--- config.mk ---
export PLATFORM = sky130hd
export DESIGN_NAME = wrloader
export DESIGN_NICKNAME = d
export VERILOG_FILES = /design/src/rtl/wrloader.sv
export SDC_FILE = /design/constraint.sdc
export NUM_CORES = 1
export LEC_CHECK = 0
export BUFFER_PORTS_ARGS = -buffer_cell sky130_fd_sc_hd__buf_4
export CORE_MARGIN = 5
export CORE_UTILIZATION = 55
export DETAILED_ROUTE_END_ITERATION = 10
export PLACE_DENSITY = 0.77
export SLEW_MARGIN = 5
export SYNTH_ARGS = -nofsm -noshare
export SYNTH_HDL_FRONTEND = slang
export SYNTH_SLANG_ARGS = --single-unit
--- constraint.sdc ---
create_clock -name clk -period 3.09 [get_ports clk]
set_input_delay 0.309 -clock clk [delete_from_list [all_inputs] [get_ports clk]]
set_output_delay 0.309 -clock clk [all_outputs]
set_load 0.02 [all_outputs]
--- src/rtl/wrloader.sv ---
// Byte-stream write sequencer: parses SETADDR/WRITE (and optional FILL) commands into writes.
// Define WRLOADER_FILL_EN to build the FILL command (states FCNT, FDATA, FILL_RUN and rem).
module wrloader (
  input  logic        clk,
  input  logic        rst_n,
  input  logic [7:0]  in_data,
  input  logic        in_valid,
  output logic        in_ready,
  output logic [16:0] m_wraddr,
  output logic [8:0]  m_wrdata,
  output logic        m_wrvalid,
  input  logic        m_wrready,
  output logic        err,
  output logic        busy
);

  typedef enum logic [2:0] {
    StIdle,
    StAddrHi,
    StAddrLo,
    StData
`ifdef WRLOADER_FILL_EN
    ,
    StFcnt,
    StFdata,
    StFillRun
`endif
  } state_e;

  state_e      state;
  logic [16:0] addr;
  logic        cmd_bit;   // bit 0 of the command: addr[16] or d[8]
  logic [7:0]  hi_byte;
`ifdef WRLOADER_FILL_EN
  logic [7:0]  rem;
`endif

  logic accept;
  logic hs;

`ifdef WRLOADER_FILL_EN
  assign in_ready = (state != StFillRun) && (!m_wrvalid || m_wrready);
`else
  assign in_ready = !m_wrvalid || m_wrready;
`endif
  assign accept = in_valid && in_ready;
  assign hs     = m_wrvalid && m_wrready;
  assign busy   = (state != StIdle) || m_wrvalid;

  always_ff @(posedge clk or negedge rst_n) begin
    if (!rst_n) begin
      state     <= StIdle;
      addr      <= '0;
      cmd_bit   <= 1'b0;
      hi_byte   <= '0;
      m_wraddr  <= '0;
      m_wrdata  <= '0;
      m_wrvalid <= 1'b0;
      err       <= 1'b0;
`ifdef WRLOADER_FILL_EN
      rem       <= '0;
`endif
    end else begin
      // A load below in the same cycle overrides this clear.
      if (hs) m_wrvalid <= 1'b0;
      unique case (state)
        StIdle: begin
          if (accept) begin
            cmd_bit <= in_data[0];
            unique casez (in_data)
              8'b1010_000?: state <= StAddrHi;
              8'b1100_000?: state <= StData;
`ifdef WRLOADER_FILL_EN
              8'b1110_000?: state <= StFcnt;
`endif
              default:      err   <= 1'b1;
            endcase
          end
        end
        StAddrHi: begin
          if (accept) begin
            hi_byte <= in_data;
            state   <= StAddrLo;
          end
        end
        StAddrLo: begin
          if (accept) begin
            addr  <= {cmd_bit, hi_byte, in_data};
            state <= StIdle;
          end
        end
        StData: begin
          if (accept) begin
            m_wraddr  <= addr;
            m_wrdata  <= {cmd_bit, in_data};
            m_wrvalid <= 1'b1;
            addr      <= addr + 17'd1;
            state     <= StIdle;
          end
        end
`ifdef WRLOADER_FILL_EN
        StFcnt: begin
          if (accept) begin
            rem   <= in_data;
            state <= StFdata;
          end
        end
        StFdata: begin
          if (accept) begin
            m_wraddr  <= addr;
            m_wrdata  <= {cmd_bit, in_data};
            m_wrvalid <= 1'b1;
            addr      <= addr + 17'd1;
            state     <= StFillRun;
          end
        end
        StFillRun: begin
          // m_wrdata already holds the fill value; only address and count advance.
          if (hs) begin
            if (rem != 8'd0) begin
              m_wraddr  <= addr;
              m_wrvalid <= 1'b1;
              addr      <= addr + 17'd1;
              rem       <= rem - 8'd1;
            end else begin
              state <= StIdle;
            end
          end
        end
`endif
        default: state <= StIdle;
      endcase
    end
  end

endmodule
==> flow_summary.yaml <==
route:
  wl_met1_mm: 2.492
  wl_mm: 5.489
  first_pass_iters: 4
  drc: 0
  viasPerCell: 5.822
  met3_length_um: 334
  highest_layer: "met4"
  drt_iter0_markers: 170
  dr_wl_met2_mm: 2.576
  ant_nets: 0
  post_drt_wl_per_cell_um: 16.53
  num_vias: 1933
synthesis:
  yosys_warnings: 0
  muxShareOfSynthArea_pct: 16.63
  syn_area_mm2: 0.002671
  synth_nets: 243
  yosys.area_share.adder_pct: 0.4684
  synth-xor-area-share_pct: 0.3279
  ys_seq_area_share_pct: 52.46
  synth_edf_count: 0
  postSynthCellCount: 230
  synth-seq-cells: 56
  synth_area_per_cell_um2: 11.61
  async_flop_share_pct: 100.0
  synth_top_family_by_area: "multiplexers"
  synth_compound_area_share_pct: 10.91
  synth_cell_types: 43
  synthSimpleGateAreaFrac_pct: 16.11
  synth_flop_cell: "dfrtp_1"
power_and_ir_drop:
  peakVddDrop_mv: 0.3143
  leakage_nw: 1.473
  p_total_mw: 1.730
  pwr_density_cell_mw_per_mm2: 560.7
timing:
  setup_tns_ns: 0
  final.min_clock_period_ns: 1.999
  slew-limit-headroom_pct: 54.60
  finalClockSkew_ns: 0.01056
  rsz0062_at_grt: "no"
  tightestPinTransition_ns: 0.6810
  hold_viol_final: 0
  timing.fmax_mhz: 500.3
  finalHoldWorstSlack_ns: 0.03529
  slew_viol_final: 0
  post-route-period-util_pct: 64.69
  setup_viol: 0
flow_run:
  maxCapViolCount: 0
clock_tree:
  cts_buffer_depth: 2
  clk_latency_ns: 0.31
  cts_resized: 0
  holdBufCountCts: 0
  path_clk_slew_ns: 0.10
  postCtsSetupBuffers: 0
  h-tree-depth: 2
  clock-root-buffer: "clkbuf_8"
  tritoncts: "yes"
  clock_sinks: 56
  cts_buffers: 5
worst_setup_path:
  cp.buffers_inverters: 1
  worstRegToRegCells: 4
  max_stage_delay_ns: 0.50
  crit_slowest_cell: "dfrtp_1"
  crit_chain: "buf_4 > nand4_4 > nor4_1 > a211oi_1"
  end_kind: "flip-flop"
  path_delay_family: "simple AND/OR/NAND/NOR gates"
  worst-setup-path-type: "reg -> reg"
  crit_fanout: 29
  critPathLaunchType: "flip-flop"
  cp.required_ns: 3.28
  crit_cells: 4
  cp_data_arrival_time_ns: 2.18
placement:
  gp_congestion: 0.8436
  place_hpwl_mm: 3.784
  numPortBuffers: 41
die:
  die_area_mm2: 0.006351
  core_area_mm2: 0.004723
  initial_core_util_pct: 56.56
  rows: 25
  num_io_pins: 42
  die-height_um: 79.69
  die_x_um: 79.69
global_routing:
  overflow: 0
  grt_max_degree: 57
  grt.total_usage_pct: 18.76
  first_global_vias: 1876
  grt_pass1_wl_mm: 9.114
  antenna_found_initial: 0
cells_and_area:
  final_cell_mix: "dfrtp_1 (56), buf_4 (42), mux2_2 (26)"
  final_common_cell: "dfrtp_1"
  nets: 277
  n_antenna_cell: 0
  drive_above_1_share_pct: 33.96
  syn2layout_area_growth_pct: 15.50
outcome:
  status: "finished, final reports clean"
min_path:
  hold_class: "in -> async"
-- power breakdown --
group | internal, mW | total, mW | leakage (nW) | switching [mW]
clock network | 0.182 | 0.410 | 0.0445 | 0.227
registers | 0.859 | 1.03 | 0.728 | 0.175
logic | 0.151 | 0.287 | 0.701 | 0.135
-- stage by stage --
stage	utilization (%)	area, um^2	worst slack [ns]	instances
6_report	65.32	3085	1.091	332
3_5_place_dp	63.34	2992	1.115	324
3_3_place_gp	63.34	2992	1.170	324
2_1_floorplan	-	2671	1.449	230
5_1_grt	65.32	3085	0.8320	332
4_1_cts	65.32	3085	1.081	332
-- layout make-up --
class / count / area, um^2
Clock inverter: 1 / 7.507
Fill cell: 402 / 1638
Timing Repair Buffer: 42 / 315.3
Multi-Input combinational cell: 158 / 1187
Sequential cell: 56 / 1401
Inverter: 1 / 3.754
Tap cell: 67 / 83.83
Clock buffer: 7 / 86.33
-- worst reg2reg max path: cells and delay by family, from the launching register on --
| kind | cells | cell delay, ns |
|---|---|---|
| flops | 1 | 0.50 |
| compound gates | 1 | 0.11 |
| simple gates | 2 | 0.91 |
| buf+inv | 1 | 0.35 |
-- cell families after synthesis --
logic type               Yosys count
flip-flops                        56
adder cells (fa/ha/maj)            1
buffers and inverters             16
XOR/XNOR                           1
AO/OA/AOI/OAI                     46
multiplexers                      37
AND/OR/NAND/NOR                   73
-- flip-flops by register name (all words and copies together) (netlist names) --
name / count
cmd_bit: 1
state: 2
m_wrdata: 9
m_wrvalid: 1
err: 1
addr: 17
m_wraddr: 17
hi_byte: 8
-- metal layers --
layer	up-vias	GRT usage, %
met3	8	3.725
met5	-	0
met4	0	7.904
met1	938	26.19
li1	929	-
met2	58	28.55
-- cells in the mapped netlist, types with 3 or more instances --
library cell,number,area share [%]
dfrtp_1,56,52
a2bb2oi_1,6,2.0
a21oi_1,14,2.6
o21ai_0,8,1.5
and4_1,3,0.98
nor4_1,5,1.2
or3_1,4,0.94
nor3_1,5,0.94
nor2_1,5,0.70
nand4_1,6,1.4
o22ai_1,8,1.9
mux2_2,26,11
mux2_4,8,4.5
buf_2,5,0.94
nand2_1,16,2.2
nand3_1,16,3.0
clkbuf_1,7,0.98
-- worst paths after layout --
path | start | slack [ns] | end
max | state[0]$_DFFE_PN0P_ | 1.09 | addr[15]$_DFFE_PN0P_
min | rst_n | 0.04 | addr[8]$_DFFE_PN0P_
max reg2reg | state[0]$_DFFE_PN0P_ | 1.09 | addr[15]$_DFFE_PN0P_
min reg2reg | err$_DFFE_PN0P_ | 0.50 | err$_DFFE_PN0P_
max in group asynchronous | rst_n | 2.61 | addr[16]$_DFFE_PN0P_
min in group clk | in_data[2] | 0.25 | hi_byte[2]$_DFFE_PN0P_
(Power assumes the default switching activity.)
